File: src/rtl/alu_share_arbiter.sv
// rtl/alu_share_arbiter.sv - round-robin arbiter sharing one combinational ALU between two requesters
module alu_share_arbiter #(
  parameter int WIDTH = 32
) (
  input  logic             clk,
  input  logic             rst_n,
  input  logic             req0_valid,
  output logic             req0_ready,
  input  logic [WIDTH-1:0] req0_a,
  input  logic [WIDTH-1:0] req0_b,
  input  logic [3:0]       req0_sel,
  input  logic             req1_valid,
  output logic             req1_ready,
  input  logic [WIDTH-1:0] req1_a,
  input  logic [WIDTH-1:0] req1_b,
  input  logic [3:0]       req1_sel,
  output logic [WIDTH-1:0] alu_a,
  output logic [WIDTH-1:0] alu_b,
  output logic [3:0]       alu_sel,
  input  logic [WIDTH-1:0] alu_out,
  input  logic             alu_zero,
  output logic             rsp0_valid,
  input  logic             rsp0_ready,
  output logic [WIDTH-1:0] rsp0_result,
  output logic             rsp0_zero,
  output logic             rsp0_err,
  output logic             rsp1_valid,
  input  logic             rsp1_ready,
  output logic [WIDTH-1:0] rsp1_result,
  output logic             rsp1_zero,
  output logic             rsp1_err
);

  typedef enum logic [1:0] {IDLE, EXEC, RESP} state_t;

  state_t           state, state_next;
  logic [WIDTH-1:0] a_q, b_q, result_q;
  logic [3:0]       sel_q;
  logic             grant_id, last_grant, zero_q, err_q;
  logic             grant, accept, sel_legal, rsp_fire;

  // Tie goes to the requester not served last; a lone requester always wins.
  always_comb begin
    grant = 1'b0;
    if (req0_valid && req1_valid) grant = ~last_grant;
    else                          grant = req1_valid;
  end

  // Ready is gated by rst_n so nothing is offered while reset is held.
  assign accept     = rst_n && (state == IDLE) && (req0_valid || req1_valid);
  assign req0_ready = accept && !grant;
  assign req1_ready = accept && grant;

  assign sel_legal = (sel_q == 4'b0000) || (sel_q == 4'b0001) ||
                     (sel_q == 4'b0010) || (sel_q == 4'b0110);

  assign rsp_fire = (state == RESP) && (grant_id ? rsp1_ready : rsp0_ready);

  always_comb begin
    state_next = state;
    case (state)
      IDLE:    if (accept) state_next = EXEC;
      EXEC:    state_next = RESP;
      RESP:    if (rsp_fire) state_next = IDLE;
      default: state_next = IDLE;
    endcase
  end

  always_ff @(posedge clk or negedge rst_n) begin
    if (!rst_n) begin
      state      <= IDLE;
      a_q        <= '0;
      b_q        <= '0;
      sel_q      <= 4'b0000;
      grant_id   <= 1'b0;
      last_grant <= 1'b1;
      result_q   <= '0;
      zero_q     <= 1'b0;
      err_q      <= 1'b0;
    end else begin
      state <= state_next;
      if (accept) begin
        grant_id <= grant;
        a_q      <= grant ? req1_a   : req0_a;
        b_q      <= grant ? req1_b   : req0_b;
        sel_q    <= grant ? req1_sel : req0_sel;
      end
      if (state == EXEC) begin
        result_q <= sel_legal ? alu_out  : '0;
        zero_q   <= sel_legal ? alu_zero : 1'b1;
        err_q    <= !sel_legal;
      end
      if (rsp_fire) last_grant <= grant_id;
    end
  end

  assign alu_a   = a_q;
  assign alu_b   = b_q;
  assign alu_sel = sel_q;

  // Only the granted port sees the response; the other reads all zeros.
  assign rsp0_valid  = (state == RESP) && !grant_id;
  assign rsp1_valid  = (state == RESP) && grant_id;
  assign rsp0_result = rsp0_valid ? result_q : '0;
  assign rsp0_zero   = rsp0_valid && zero_q;
  assign rsp0_err    = rsp0_valid && err_q;
  assign rsp1_result = rsp1_valid ? result_q : '0;
  assign rsp1_zero   = rsp1_valid && zero_q;
  assign rsp1_err    = rsp1_valid && err_q;

endmodule

File: config.mk
export PLATFORM = sky130hd
export DESIGN_NAME = alu_share_arbiter
export DESIGN_NICKNAME = d
export VERILOG_FILES = /design/src/rtl/alu_share_arbiter.sv
export SDC_FILE = /design/constraint.sdc
export NUM_CORES = 1
export LEC_CHECK = 0
export ABC_AREA = 0
export CORE_AREA = 10 10 113 115
export DETAILED_ROUTE_END_ITERATION = 6
export DIE_AREA = 0 0 123 125
export DONT_BUFFER_PORTS = 1
export GPL_TIMING_DRIVEN = 0
export SETUP_SLACK_MARGIN = 0.02
export SYNTH_ARGS = -nofsm -noshare
export SYNTH_HDL_FRONTEND = slang
export SYNTH_SLANG_ARGS = --single-unit
File: constraint.sdc
create_clock -name clk -period 2.9 [get_ports clk]
set_input_delay 0.87 -clock clk [delete_from_list [all_inputs] [get_ports clk]]
set_output_delay 0.87 -clock clk [all_outputs]
set_load 0.1 [all_outputs]
==> out/results.tsv <==
stage	metric	value	unit
run_status	status	finished, violations left	
run_status	violations	setup timing	
clocking	path_clk_slew	100	ps
critical_path	critPathSlowestCell	nor3b_4	
floorplanning	fp.coreArea	10600	µm²
logic_synthesis	yosysMostFrequentCell	dfrtp_1	
timing	rsz0062_at_grt	true	
clocking	numCtsBuffers	9	
cells_and_area	stdcell_count	652	
logic_synthesis	synth_seq_area_share	0.516	
global_route	grt_pass1_wl	28.0	mm
timing	fin_crit_sh	1.08	
timing	finalSetupTns	-245	ps
clocking	clockRootBuffer	clkbuf_8	
floorplanning	die_y	125	µm
logic_synthesis	synth_cells	498	
global_route	grt_pass1_vias	4312	
timing	finClkSkew	8.28	ps
critical_path	arrival	2270	ps
clocking	clk_path_buf_depth	2	
clocking	postCtsHoldBufs	0	
global_route	grt_start_max_net_pins	109	
place	place.gp.congestion	0.806	
logic_synthesis	ys.flop_type	dfrtp_1	
drt	drtIter0Drc	327	
critical_path	rr_worst_depth	4	
cells_and_area	drive_above_1_share	0.270	
drt	dr.pass1.iters	5	
logic_synthesis	synth-edff-count	0	
logic_synthesis	syn-cell-area	5140	µm²
critical_path	critPathMaxFanout	108	
logic_synthesis	synth_nets	673	
critical_path	cpPeakStageDelay	900	ps
clocking	cts_tree	built	
critical_path	crit_chain	or3b_4 -> nor3b_4	
logic_synthesis	ys_top_cells_by_area	dfrtp_1 (51%), a221o_1 (13%), and3_1 (8.4%)	
clocking	ctsHtreeMaxLevel	3	
worst_hold_path	hp-class	primary input to asynchronous set/reset pin	
timing	maxSlewHeadroom	0.260	
logic_synthesis	yosysTopAreaCellShare	0.511	
critical_path	cp-end-kind	output port	
floorplanning	dieArea	15400	µm²
logic_synthesis	yosys-top-cells-count	dfrtp_1 (105), nand2_1 (70), and3_1 (69)	
drt	drc	0	
critical_path	crit_required	2030	ps
timing	setup_viol	1	
floorplanning	die_x	123	µm
critical_path	crit_buf_inv	0	
run	maxCapViolations	0	
cells_and_area	nets	682	
logic_synthesis	ys_ff_latch	106	
logic_synthesis	avgSynthCellArea	10.3	µm²
cells_and_area	area_growth	15.2	%
critical_path	r2r_start	alu_sel[1]	
drt	final_antenna_net_count	0	
timing	worstMarginPinSlew	1110	ps
drt	drt-total-wl	19.3	mm
logic_synthesis	synthDistinctLibCells	26	
logic_synthesis	yosys_warnings	0	
timing	setup_slack	-245	ps
drt	post_drt_wl_per_cell	29.6	µm
global_route	grt_overflow	0	
global_route	track_usage	0.238	
clocking	clock_latency	370	ps
timing	hold_violations	0	
critical_path	r2r_end	result_q[29]	
place	dp_cells	638	
floorplanning	ios	315	
clocking	cts_sinks	106	
global_route	antenna_found_initial	0	
place	dp_hpwl	14.6	mm
critical_path	start_kind	primary input	
drt	via_count	4270	
timing	drv_slew	0	
critical_path	rrSetupSlack	500	ps
critical_path	critPathKind	primary input to output port	
floorplanning	start_util	0.485	
timing	min_period	3140	ps
floorplanning	rows	38	
cells_and_area	n_antenna_cell	0	
place	io_buffer_count	0	
drt	viasPerCell	6.55	
logic_synthesis	synth-async-reset-ratio	1.00	
logic_synthesis	synth_largest_area_cell	dfrtp_1	
timing	fmaxAchievable	318	MHz
critical_path	crit_family	simple AND/OR/NAND/NOR gates	
how the worst max path moves through the flow:
stage	startpoint	to	slack [ps]	cells past startpoint
after floorplan	rst_n	req0_ready	-430	5
after global placement	req0_valid	req0_ready	-670	4
after detailed placement	req0_valid	req0_ready	-670	4
after CTS	rst_n	req0_ready	-310	3
after global routing	rst_n	req0_ready	-180	2
final	rst_n	req0_ready	-240	2
logic make-up after synthesis:
logic type,after synthesis,synth area share
muxes,1,0.00219
buffers and inverters,63,0.0567
and+or+nand+nor,221,0.226
DFF,106,0.516
AOI/OAI and AO/OA,107,0.199
what timing repair did:
item | 4_1_cts | 5_1_grt
setup endpoints to repair | 72 | 20
pin swaps | 6 | 1
resized for setup | 148 | 20
cloned | 1 | 0
endpoints found under the hold margin | 0 | 0
buffers inserted | 2 | 1
state kept, by name, indices dropped and copies added, names as in the netlist:
name / cells
grant_id: 1
alu_a: 32
zero_q: 1
result_q: 32
last_grant: 1
alu_sel: 4
state: 2
alu_b: 32
err_q: 1
routing by layer:
layer | GRT usage | routed length, µm | up-vias
met5 | 0 | 0 | -
met4 | 0.0713 | 366 | 0
met3 | 0.0932 | 2280 | 22
met2 | 0.400 | 9800 | 235
met1 | 0.271 | 6870 | 2118
li1 | - | - | 1895
stage by stage:
stage               area, µm²  hold slack, ps  setup WS [ps]   util
floorplan                5150             473           -426      -
global placement         5330             495           -667  0.502
detailed placement       5330             502           -665  0.503
CTS                      5880             168           -307  0.555
global route             5930             155           -184  0.559
finish                   5930             182           -245  0.559
placed cells by master (no fill, tap or decap), types with 2 or more instances in the layout:
cell and instances:
a21oi_1 3, a221o_1 68, a22o_1 32, and3_4 68, buf_1 7, buf_2 14, buf_4 6, buf_6 2
clkbuf_1 18, clkbuf_2 10, clkbuf_8 12, clkinv_2 2, dfrtp_1 102, dfrtp_2 3, inv_1 2, nand2_1 70
nand2b_1 2, nor2_1 3, nor2_4 2, nor2b_1 3, nor3_1 59, nor3_2 9
layout make-up:
cell class                 instances  area, µm²
buffer                            54        279
clock buffer                      14        173
clock inverter                     2       10.0
fill                             953       4680
inverter                           3       11.3
multi-input combinational        329       2560
sequential                       106       2660
tap                              140        175
timing repair buffer               4       55.1
worst reg2reg max path: stages, from the launching register on:
cell	delay, ps
dfrtp_1	1070
nor2b_1	190
a2111oi_4	560
buf_2	340
a22o_1	170
Power is left out: the tool's default activity adds up to more than one toggle a clock period on the data nets, which glitch-free logic cannot reach.
